### src/rtl/mem_access_ctrl.sv
// Single-outstanding load/store bridge between the pipeline and a word-addressed
// data memory: ack handshake, bounded wait with timeout, and a sticky error flag.
module mem_access_ctrl #(
    parameter int ADDR_W  = 6,
    parameter int DATA_W  = 32,
    parameter int TIMEOUT = 15
) (
    input  logic              clk,
    input  logic              rst,
    input  logic              cpu_rd,
    input  logic              cpu_wr,
    input  logic [31:0]       cpu_addr,
    input  logic [DATA_W-1:0] cpu_wdata,
    output logic [DATA_W-1:0] cpu_rdata,
    output logic              freeze,
    output logic              err,
    output logic              mem_read,
    output logic              mem_write,
    output logic [ADDR_W-1:0] mem_address,
    output logic [DATA_W-1:0] mem_data,
    input  logic [DATA_W-1:0] mem_result,
    input  logic              mem_ack
);

    localparam int CNT_W = (TIMEOUT > 1) ? $clog2(TIMEOUT) : 1;
    localparam logic [CNT_W-1:0] CNT_LAST = CNT_W'(TIMEOUT - 1);

    typedef enum logic [1:0] {
        IDLE  = 2'd0,
        READ  = 2'd1,
        WRITE = 2'd2,
        DONE  = 2'd3
    } state_t;

    state_t            state_q, state_d;
    logic [CNT_W-1:0]  cnt_q, cnt_d;
    logic [ADDR_W-1:0] addr_q, addr_d;
    logic [DATA_W-1:0] data_q, data_d;
    logic [DATA_W-1:0] rdata_q, rdata_d;
    logic              err_q, err_d;
    logic              req;
    logic              req_ok;

    // A request is serviceable only if it is a single direction, word aligned,
    // and lies inside the memory's word-address range.
    function automatic logic req_valid(input logic rd, input logic wr, input logic [31:0] addr);
        return (rd ^ wr) && (addr[1:0] == 2'b00) && ((addr >> (ADDR_W + 2)) == 32'd0);
    endfunction

    assign req    = cpu_rd | cpu_wr;
    assign req_ok = req_valid(cpu_rd, cpu_wr, cpu_addr);

    always_ff @(posedge clk or posedge rst) begin
        if (rst) begin
            state_q <= IDLE;
            cnt_q   <= '0;
            addr_q  <= '0;
            data_q  <= '0;
            rdata_q <= '0;
            err_q   <= 1'b0;
        end else begin
            state_q <= state_d;
            cnt_q   <= cnt_d;
            addr_q  <= addr_d;
            data_q  <= data_d;
            rdata_q <= rdata_d;
            err_q   <= err_d;
        end
    end

    always_comb begin
        state_d   = state_q;
        cnt_d     = cnt_q;
        addr_d    = addr_q;
        data_d    = data_q;
        rdata_d   = rdata_q;
        err_d     = err_q;
        freeze    = 1'b0;
        mem_read  = 1'b0;
        mem_write = 1'b0;

        case (state_q)
            IDLE: begin
                if (req) begin
                    freeze = 1'b1;
                    addr_d = cpu_addr[ADDR_W+1:2];
                    data_d = cpu_wdata;
                    cnt_d  = '0;
                    if (req_ok) begin
                        state_d = cpu_rd ? READ : WRITE;
                    end else begin
                        state_d = DONE;
                        err_d   = 1'b1;
                        rdata_d = '0;
                    end
                end
            end
            READ: begin
                freeze   = 1'b1;
                mem_read = 1'b1;
                if (mem_ack) begin
                    rdata_d = mem_result;
                    state_d = DONE;
                end else if (cnt_q == CNT_LAST) begin
                    state_d = DONE;
                    err_d   = 1'b1;
                    rdata_d = '0;
                end else begin
                    cnt_d = cnt_q + 1'b1;
                end
            end
            WRITE: begin
                freeze    = 1'b1;
                mem_write = 1'b1;
                if (mem_ack) begin
                    state_d = DONE;
                end else if (cnt_q == CNT_LAST) begin
                    state_d = DONE;
                    err_d   = 1'b1;
                end else begin
                    cnt_d = cnt_q + 1'b1;
                end
            end
            // DONE is the pipeline's release cycle; any request still present is the
            // instruction that just completed, so it is deliberately not looked at.
            DONE: state_d = IDLE;
            default: state_d = IDLE;
        endcase
    end

    assign cpu_rdata   = rdata_q;
    assign err         = err_q;
    assign mem_address = addr_q;
    assign mem_data    = data_q;

endmodule

### config.mk
export PLATFORM = sky130hd
export DESIGN_NAME = mem_access_ctrl
export DESIGN_NICKNAME = d
export VERILOG_FILES = /design/src/rtl/mem_access_ctrl.sv
export SDC_FILE = /design/constraint.sdc
export NUM_CORES = 1
export LEC_CHECK = 0
export CAP_MARGIN = 20
export CORE_ASPECT_RATIO = 1.1
export CORE_MARGIN = 1.5
export CORE_UTILIZATION = 38
export CTS_CLUSTER_SIZE = 8
export DETAILED_ROUTE_END_ITERATION = 10
export PLACE_DENSITY = 0.8
export SYNTH_ARGS = -nofsm -noshare
export SYNTH_HDL_FRONTEND = slang
export SYNTH_SLANG_ARGS = --single-unit
### constraint.sdc
create_clock -name clk -period 3.45 [get_ports clk]
set_input_delay 0.69 -clock clk [delete_from_list [all_inputs] [get_ports clk]]
set_output_delay 0.69 -clock clk [all_outputs]
set_load 0.03 [all_outputs]
---- After elaboration in Yosys (flattened, before gate mapping) ----
Index checks and enable logic that the tools add are counted.
word-level totals
  register bits ........................... 77
  bits in latches ......................... 0
  memories kept ........................... 0
  RAM bits ................................ 0
  memory bits (read-only) ................. 0
cells by class
  reduce and logical (&&, ||, !) cells .... 13
  div/mod/pow operators ................... 0
  multipliers ............................. 0
  shifts and indexed selects .............. 0
  equality and inequality tests ........... 11
  bitwise gates (word level) .............. 2
  magnitude comparators ................... 0
  muxes and demuxes ....................... 24
  add/sub/neg operators ................... 1
operators by type and width
  operator                                                         count
  32-bit 2-to-1 mux                                                4
  32-bit one-hot mux with 2 select lines                           1
  32-bit zero test                                                 1
  4-bit 2-to-1 mux                                                 3
  2-bit 2-to-1 mux                                                 5
  2-bit != test, second input constant                             4
  4-bit one-hot mux with 2 select lines                            1
  4-bit AND reduction                                              2
  1-bit 2-to-1 mux                                                 7
  2-bit one-hot mux with 3 select lines                            1
  5-bit AND reduction                                              1
  4-bit by 1-bit adder with 4-bit output, second input constant    1
  2-bit == test, second input constant                             2
  4-bit == test, second input constant                             1
  2-bit zero test                                                  2
  1-bit one-hot mux with 2 select lines                            2
  2-bit AND reduction                                              2
  2-bit nonzero test                                               2
  3-bit by 1-bit != test with 1-bit output, second input constant  1
  3-bit != test, second input constant                             1
  2-bit by 1-bit == test with 1-bit output, second input constant  1
  1-bit logical AND                                                2
  2-bit by 1-bit != test with 1-bit output, second input constant  1
  2-bit OR reduction                                               1
  2 further kinds                                                  2

---- Longest topological paths before layout ----
Gate-level depths: netlist of the first run.
  depth after elaboration ................. 6
  gate-level depth with buffers ........... 9
  mapped depth without buffers ............ 7

---- Least setup slack after synthesis of the first run ----
No wires, ideal clock.
  path kind ............................... input to output
  start point ............................. in cpu_rd
  end point ............................... out freeze
  arrival time ............................ 1,992 ps
  buffers on the path ..................... 2
  data required time ...................... 2,760 ps
  setup slack ............................. 768 ps
  cell stages on the path ................. 7
  cells stage by stage .................... inv_1 -> ha_1 -> nor2b_1 -> buf_2 -> buf_2 -> nor2_1 -> nor2_1
between the ends
  cells in the longest elaborated chain, start to end .. 3
ends and longest elaborated chain
  what                                   line  text
  start, declared                        10    input logic cpu_rd,
  1-bit bitwise OR                       50    assign req = cpu_rd | cpu_wr;
  1-bit 2-to-1 mux                       84    if (req) begin
  1-bit one-hot mux with 2 select lines  82    case (state_q)
  end, declared                          15    output logic freeze,
No other way between the ends.

---- Worst setup path after layout of the first run ----
Same ends and word-level chain as after synthesis.

==> flow_summary.yaml, run 1 <==
detailed_routing:
  drt_wl_total_um: 7841
  drt.antenna.violating_nets: 0
  wl_per_cell_um: 15.37
  via_per_inst: 4.841
  route.detailed.drc: 0
  first_iter_violations: 78
  vias: 2469
  first_pass_iters: 4
synth:
  synthDistinctLibCells: 33
  yosys.cell_count.top_type: "dfrtp_1"
  async_flop_share_pct: 100.0
  ys_top_cells_by_count: "dfrtp_1 (77), mux2_2 (39), a22o_1 (32)"
  synth_cells: 217
  seq_area_frac_synth_pct: 61.87
  synth_area_leaders: "dfrtp_1 (62%), mux2_2 (14%), a22o_1 (9.0%)"
  syn_nets: 326
  syn_area_um2: 3114
  synth_edf_count: 0
  synth_top_cell_area_share_pct: 61.87
  synth_top_area_cell: "dfrtp_1"
  synthFlopType: "dfrtp_1"
  yosys_warnings: 0
  synth_seq_cells: 77
  postSynthAreaPerCell_um2: 14.35
power_and_ir_drop:
  p_comb_share_pct: 55.7
  p_per_area_nw_per_um2: 1002
  p_sw_mw: 2.134
  seq_power_share_pct: 30.3
  peakVddDrop_uv: 565.6
  clockPowerShare_pct: 14.0
  power_leakage_nw: 2.212
  switching_share_pct: 40.81
  intPower_mw: 3.094
placement:
  place_congestion: 0.8153
  pre_cts_ws_ns: 0.2044
  dpl.hpwl_um: 5946
  port_buffers: 174
critical_path:
  max_stage_delay_ns: 0.47
  crit_family: "buffers and inverters"
  cp.buffers_inverters: 3
  cpMaxStageDelayCell: "clkdlybuf4s50_1"
  cp_max_fo: 3
  path_cells: "clkdlybuf4s50_1 -> inv_1 -> ha_1 -> nor2b_4 -> nor2_1 -> nor2_1 -> buf_4"
  endpoint_kind: "output port"
  cp.required_ns: 2.76
  crit_top_cell: "nor2_1"
  critPathKind: "input port to output port"
  critPathArrivalTime_ns: 1.91
  cp-start-kind: "input port"
cts:
  numCtsBuffers: 9
  cts.path.max_buffers: 2
  cts_tree: "built"
  cts_root_buf: "clkbuf_8"
  clk_latency_ns: 0.34
  htree_levels: 3
  cts_resized: 0
  cts_hold_buf: 0
  clk_pin_slew_ns: 0.08
  cts_sinks: 77
  post-cts-setup-buffers: 0
timing:
  min_period_ns: 2.595
  slew_viol_final: 0
  finalSetupTns_ns: 0
  timing.hold.ws_ns: 0.4643
  rsz0062_at_grt: "no"
  worst_slack_ns: 0.8548
  fmax_mhz: 385.3
  slew_headroom_pct: 59.56
  min_period_over_period_pct: 75.22
  finClkSkew_ns: 0.008887
  worst_slew_pin_slew_ns: 0.6053
  setup_viol: 0
  hold_viol: 0
job:
  maxCapViolations: 0
cells_and_area:
  n_fill_cell: 612
  finish.utilization_pct: 65.92
  syn_to_final_growth_pct: 67.50
  nets: 506
  antenna_cells: 0
  drive_above_1_share_pct: 16.42
floorplan:
  die_h_um: 97.95
  die_x_um: 89.32
  dieArea_um2: 8748
  ios: 175
  coreArea_um2: 7913
  initial_core_util_pct: 39.36
  placementRows: 34
min_path:
  hp-class: "flop to flop"
global_route:
  overflow: 0
  grtUsageTotal_pct: 18.23
  grt_start_max_net_pins: 61
  first_global_vias: 2518
  grt_pass1_wl_um: 12080
  antenna_found_initial: 0
status:
  status: "finished, final reports clean"
==> final timing paths <==
path                                 start             to  slack [ns]  cells past startpoint
max in group asynchronous              rst  cpu_rdata[25]        2.06                      4
worst max-delay path                cpu_rd         freeze        0.85                      7
min in group asynchronous              rst    mem_data[7]        0.63                      2
worst min register to register         err            err        0.46                      1
worst max register to register  state_q[0]       cnt_q[3]        1.37                      7
worst min-delay path                   err            err        0.46                      1
==> cell families (layout without fill, tap and decap cells) <==
| group | Yosys count | count (layout) | synth area share [%] |
|---|---|---|---|
| AND/OR/NAND/NOR | 32 | 32 | 5.826 |
| AO/OA/AOI/OAI | 41 | 41 | 11.09 |
| flip-flops | 77 | 77 | 61.87 |
| buffers and inverters | 18 | 203 | 3.335 |
| adder cells (fa/ha/maj) | 8 | 8 | 3.214 |
| XOR/XNOR | 2 | 2 | 0.5626 |
| multiplexers | 39 | 39 | 14.10 |
==> per-layer routing <==
| metal | part of all wire [%] | global-route usage, % | vias to the layer above |
|---|---|---|---|
| met4 | 1.8 | 6.627 | 0 |
| met3 | 8.3 | 5.917 | 15 |
| li1 | - | - | 1162 |
| met1 | 37 | 19.76 | 1183 |
| met2 | 53 | 32.45 | 109 |
| met5 | 0 | 0 | - |
==> power groups by stage <==
stage | Combinational, mW | Sequential, mW | Clock [mW]
3_5_place_dp | 2.92 | 1.60 | 0
4_1_cts | 2.92 | 1.59 | 0.749
5_1_grt | 3.08 | 1.65 | 0.796
6_report | 2.91 | 1.59 | 0.732
3_3_place_gp | 2.87 | 1.59 | 0
2_1_floorplan | 0.899 | 2.42 | 0
==> layout make-up <==
type                    count  area [um2]  share of cell area (%)
multi-input cells         122        1091                   20.92
clock buffers               9       123.9                   2.375
flip-flops and latches     77        1927                   36.94
repair buffers            180        1822                   34.92
well taps                 108       135.1                   2.591
clock inverters             7       90.09                   1.727
inverters                   7       27.53                  0.5277
==> sequential cells by signal, summed over array words and instances (netlist names) <==
| name | cells |
|---|---|
| cpu_rdata | 32 |
| mem_data | 32 |
| mem_address | 6 |
| cnt_q | 4 |
| state_q | 2 |
| err | 1 |
==> metrics by stage <==
step,cells,power [mW],cell area (um2)
floorplan,217,3.319,3114
global placement,492,4.451,4950
detailed placement,492,4.520,4950
CTS,508,5.263,5164
global route,510,5.522,5216
finish,510,5.228,5216
==> placed cells by master (no fill, tap or decap), types with 2 or more instances in the layout <==
master	instances
a22o_1	32
a311oi_1	2
buf_4	5
bufinv_16	2
clkbuf_8	9
clkdlybuf4s50_1	173
clkinv_2	4
clkinvlp_4	2
dfrtp_1	77
ha_1	8
inv_1	6
mux2_2	39
nand2_1	2
nand4_1	2
nor2_1	9
nor3_1	4
nor4_1	3
or4_1	2
xor2_1	2
==> worst register-to-register path, cell delays in order (launching register included) <==
cell and delay (ns):
dfrtp_1 0.40, inv_1 0.10, ha_1 0.27, and2_0 0.24, nor3b_1 0.54, nand4_1 0.19, xor2_1 0.16, nor2_1 0.06
No activity file was read; power rests on OpenSTA's default activity.
==> inputs of run 2 (changes only) <==
--- a/config.mk
+++ b/config.mk
@@ -8,10 +8,10 @@
 export CAP_MARGIN = 20
 export CORE_ASPECT_RATIO = 1.1
 export CORE_MARGIN = 1.5
-export CORE_UTILIZATION = 38
+export CORE_UTILIZATION = 35
 export CTS_CLUSTER_SIZE = 8
 export DETAILED_ROUTE_END_ITERATION = 10
-export PLACE_DENSITY = 0.8
+export PLACE_DENSITY = 0.77
 export SYNTH_ARGS = -nofsm -noshare
 export SYNTH_HDL_FRONTEND = slang
 export SYNTH_SLANG_ARGS = --single-unit
==> constraint.sdc (replaced) <==
create_clock -name clk -period 2.3 [get_ports clk]
set_input_delay 0.46 -clock clk [delete_from_list [all_inputs] [get_ports clk]]
set_output_delay 0.46 -clock clk [all_outputs]
set_load 0.03 [all_outputs]
==> run 2 against run 1 <==
Compared with the run above:
- non-clock buffer count rose by 6
- via count rose by 0.73%
- total power rose by 51%
- critical path depth rose by 2
- routed wire length rose by 3.7%
- worst hold slack improved by 0.012 ns
- die area rose by 8.3%
- global-route usage fell by 1.3 points
- largest power group unchanged
- clock-buffer cell count rose by 1
- sequential cell count did not move
==> flow_summary.yaml, run 2 (same netlist as run 1, synthesis figures left out) <==
status:
  status: "finished, final reports clean"
cells_and_area:
  layout_common_cells: "clkdlybuf4s50_1 (172), dfrtp_1 (77), mux2_2 (39)"
  layout.cells.non_filler: 519
  drive_above_1_share_pct: 17.65
  antenna_cells: 0
  multi_input_area_um2: 1104
  n_fill_cell: 715
  layout_commonest_cell: "clkdlybuf4s50_1"
  syn_to_final_growth_pct: 69.14
  ff_latch_area_um2: 1927
  nets: 512
job:
  maxCapViolations: 0
cts:
  cts_sinks: 77
  clk_pin_slew_ns: 0.08
  cts_tree: "built"
  cts.path.max_buffers: 2
  clk_latency_ns: 0.34
  cts_hold_buf: 0
  cts_root_buf: "clkbuf_8"
  htree_levels: 3
  numCtsBuffers: 9
floorplan:
  die_h_um: 101.9
  dieArea_um2: 9473
  coreArea_um2: 8496
  die_x_um: 92.94
  placementRows: 35
  ios: 175
  initial_core_util_pct: 36.66
critical_path:
  cp-start-kind: "input port"
  startpoint: "cpu_rd"
  cpMaxStageDelayCell: "clkdlybuf4s50_1"
  r2r_cells: 7
  r2r-start: "state_q[0]"
  max_stage_delay_ns: 0.47
  crit_path_end: "cpu_rdata[17]"
  critPathKind: "input port to flop"
  r2r-end: "cpu_rdata[17]"
  reg2reg_slack_ns: 0.42
  path_cells: "clkdlybuf4s50_1 -> inv_1 -> ha_4 -> nor4b_1 -> and4_1 -> nand4_1 -> and4b_1 -> buf_12 -> a22o_1"
  endpoint_kind: "flop"
  cp.required_ns: 2.52
  critPathArrivalTime_ns: 2.48
  cp_max_fo: 30
timing:
  slew_headroom_pct: 64.52
  min_period_ns: 2.262
  timing.hold.ws_ns: 0.4761
  worst_slew_pin_slew_ns: 0.5323
  finClkSkew_ns: 0.01111
  min_period_over_period_pct: 98.36
  fmax_mhz: 442.1
  hold_viol: 0
  slew_viol_final: 0
  setup_viol: 0
  finalSetupTns_ns: 0
  worst_slack_ns: 0.03783
  rsz0062_at_grt: "yes"
detailed_routing:
  vias: 2487
  first_iter_violations: 68
  first_pass_iters: 4
  via_per_inst: 4.792
  route.detailed.drc: 0
  drt.antenna.violating_nets: 0
  wl_per_cell_um: 15.67
  drt_wl_total_um: 8133
placement:
  place_congestion: 0.7914
  pre_cts_ws_ns: -0.3065
  dp_cells: 503
  dpl.hpwl_um: 6239
  port_buffers: 174
power_and_ir_drop:
  power_leakage_nw: 2.239
  peakVddDrop_uv: 607.3
  p_per_area_nw_per_um2: 1498
  power_mw: 7.891
global_route:
  antenna_found_initial: 0
  overflow: 0
  grtUsageTotal_pct: 16.88
  grt_start_max_net_pins: 45
  grt_pass1_wl_um: 12190
  first_global_vias: 2561
min_path:
  hp-class: "flop to flop"
==> run 2: cell count changes in the layout (fill, tap and decap cells not counted), sizes merged <==
cell / delta
clkdlybuf4s50: -1
dlymetal6s2s: +1
buf: +7
bufinv: -1
clkinvlp: +1
inv: +2
clkinv: -3
==> run 2: power by group <==
group	switching (mW)	internal, mW	leakage [nW]	total [mW]
registers	0.366	2.02	0.961	2.38
clock network	0.509	0.511	0.0935	1.02
logic	2.37	2.11	1.18	4.49
total	3.25	4.64	2.24	7.89
==> run 2: how the worst min path moves through the flow <==
stage | from | endpoint | cells past startpoint
2_1_floorplan | cnt_q[3] | cnt_q[3] | 2
3_3_place_gp | err | err | 1
3_5_place_dp | err | err | 1
4_1_cts | err | err | 1
5_1_grt | err | err | 1
6_report | err | err | 1
==> run 2: area by class of cell <==
| class | instances | share of cell area [%] |
|---|---|---|
| clock buffer | 10 | 2.423 |
| clock inverter | 6 | 1.354 |
| inverter | 7 | 0.5701 |
| multi-input combinational | 122 | 20.95 |
| sequential | 77 | 36.58 |
| tap | 111 | 2.637 |
| timing repair buffer | 186 | 35.49 |
==> run 2: what timing repair did <==
action                                  in CTS  in global routing
gates resized for setup                      0                  3
buffers inserted                             0                  0
endpoints found under the setup margin       0                  2
==> run 2: layer usage <==
| metal | global-route usage (%) | up-vias | wire (um) |
|---|---|---|---|
| li1 | - | 1167 | - |
| met1 | 18.86 | 1192 | 3092 |
| met2 | 30.21 | 114 | 4262 |
| met3 | 5.134 | 14 | 605 |
| met4 | 6.527 | 0 | 172 |
| met5 | 0 | - | 0 |
==> run 2: metrics by stage <==
| stage | instance area [um2] | utilization (%) |
|---|---|---|
| after floorplan | 3118 | - |
| after global placement | 5054 | 59.48 |
| after detailed placement | 5054 | 59.48 |
| after CTS | 5253 | 61.83 |
| after global routing | 5268 | 62.00 |
| final | 5268 | 62.00 |
==> run 2: worst max-delay path, delay by kind of cell <==
family	cells	cell delay, ns
adder cells (fa/ha/maj)	1	0.26
buffers and inverters	3	0.73
AND/OR/NAND/NOR	4	0.83
AO/OA/AOI/OAI	1	0.20
==> inputs of run 3 (changes only) <==
--- a/config.mk
+++ b/config.mk
@@ -8,10 +8,10 @@
 export CAP_MARGIN = 20
 export CORE_ASPECT_RATIO = 1.1
 export CORE_MARGIN = 1.5
-export CORE_UTILIZATION = 35
+export CORE_UTILIZATION = 30
 export CTS_CLUSTER_SIZE = 8
 export DETAILED_ROUTE_END_ITERATION = 10
-export PLACE_DENSITY = 0.77
+export PLACE_DENSITY = 0.68
 export SYNTH_ARGS = -nofsm -noshare
 export SYNTH_HDL_FRONTEND = slang
 export SYNTH_SLANG_ARGS = --single-unit
==> run 3 against run 2 <==
Compared with the run above:
- core utilization fell by 8.6 points
- highest routed layer unchanged
- fmax rose by 2.4%
- sequential cell count did not move
- routed wire length rose by 0.90%
- critical endpoint is now freeze
==> flow_summary.yaml, run 3 (same netlist as run 1, synthesis figures left out) <==
timing:
  hold_viol: 0
  setup_viol: 0
  worst_slew_pin_slew_ns: 0.4124
  slew_headroom_pct: 72.51
  finClkSkew_ns: 0.008766
  slew_viol_final: 0
  min_period_ns: 2.208
  min_period_over_period_pct: 96.01
  finalSetupTns_ns: 0
  fmax_mhz: 452.8
  timing.hold.ws_ns: 0.4976
  rsz0062_at_grt: "yes"
detailed_routing:
  drt.antenna.violating_nets: 0
  via_per_inst: 4.756
  vias: 2511
  drt_wl_total_um: 8206
  first_iter_violations: 84
  first_pass_iters: 4
  wl_per_cell_um: 15.54
  route.detailed.drc: 0
cells_and_area:
  syn_to_final_growth_pct: 71.31
  layout_common_cells: "clkdlybuf4s50_1 (172), dfrtp_1 (77), mux2_2 (39)"
  design_area_um2: 5335
  n_fill_cell: 891
  layout_commonest_cell: "clkdlybuf4s50_1"
  drive_above_1_share_pct: 18.38
  nets: 512
  antenna_cells: 0
critical_path:
  startpoint: "cpu_rd"
  cp-start-kind: "input port"
  cp.required_ns: 1.84
  max_stage_delay_ns: 0.47
  crit_family: "buffers and inverters"
  cp.buffers_inverters: 4
  reg2reg_slack_ns: 0.43
  cpMaxStageDelayCell: "clkdlybuf4s50_1"
  path_cells: "clkdlybuf4s50_1 -> inv_1 -> ha_2 -> buf_4 -> nor2b_4 -> nor2_1 -> nor2_1 -> buf_4"
  cp_max_fo: 2
  endpoint_kind: "output port"
  r2r-start: "state_q[0]"
  critPathArrivalTime_ns: 1.75
  critPathKind: "input port to output port"
cts:
  cts.path.max_buffers: 2
  clk_pin_slew_ns: 0.08
  numCtsBuffers: 9
  cts_tree: "built"
  cts_root_buf: "clkbuf_8"
  cts_sinks: 77
  clk_latency_ns: 0.34
  htree_levels: 3
floorplan:
  placementRows: 38
  initial_core_util_pct: 31.19
  dieArea_um2: 11000
  ios: 175
  coreArea_um2: 9985
  die_x_um: 100.1
  die_h_um: 109.9
placement:
  port_buffers: 174
  place_congestion: 0.7621
  placed_cell_area_um2: 5070
  dpl.hpwl_um: 6193
min_path:
  min_from: "err"
  hp-class: "flop to flop"
global_route:
  overflow: 0
  first_global_vias: 2586
  grtUsageTotal_pct: 14.91
  grt_start_max_net_pins: 78
  antenna_found_initial: 0
  grt_pass1_wl_um: 12580
job:
  maxCapViolations: 0
power_and_ir_drop:
  power_mw: 8.134
  p_per_area_nw_per_um2: 1525
  peakVddDrop_uv: 600.1
  power_leakage_nw: 2.264
status:
  status: "finished, final reports clean"
## run 3: where the power goes
group	internal, mW	switching (mW)	total [mW]
Combinational	2.12	2.38	4.51
Sequential	2.02	0.360	2.38
Clock	0.729	0.519	1.25
Total	4.87	3.26	8.13
## run 3: timing repair
item,CTS,global route
hold buffers,0,0
setup buffers,0,1
pin swaps,0,1
gates resized for setup,1,4
setup endpoints to repair,1,33
## run 3: worst paths after layout
| path | end | depth (start not counted) |
|---|---|---|
| max in group asynchronous | mem_data[23] | 3 |
| max | freeze | 8 |
| max reg2reg | cnt_q[3] | 9 |
| min reg2reg | err | 1 |
| min in group asynchronous | mem_data[31] | 3 |
| min | err | 1 |
## run 3: layer usage
layer	track usage [%]	routed length (um)	part of all wire (%)	up-vias
met3	4.196	579	7.1	12
met5	0	0	0	-
met1	16.40	3261	40	1222
met4	6.338	131	1.6	0
li1	-	-	-	1172
met2	26.97	4234	52	105
## run 3: through the flow
stage / util [%] / instances / worst slack, ns
2_1_floorplan: - / 217 / 0.04083
6_report: 53.43 / 528 / 0.09166
3_5_place_dp: 50.78 / 511 / -0.3097
5_1_grt: 53.43 / 528 / -0.001533
4_1_cts: 53.22 / 527 / 0.002492
3_3_place_gp: 50.78 / 511 / -0.2925
## run 3: final cells by class
class,count,area [um2],share of cell area [%]
Multi-Input combinational cell,122,1101,20.64
Timing Repair Buffer,186,1882,35.27
Clock buffer,9,123.9,2.322
Tap cell,120,150.1,2.814
Clock inverter,7,121.4,2.275
Sequential cell,77,1927,36.12
Inverter,7,30.03,0.5629
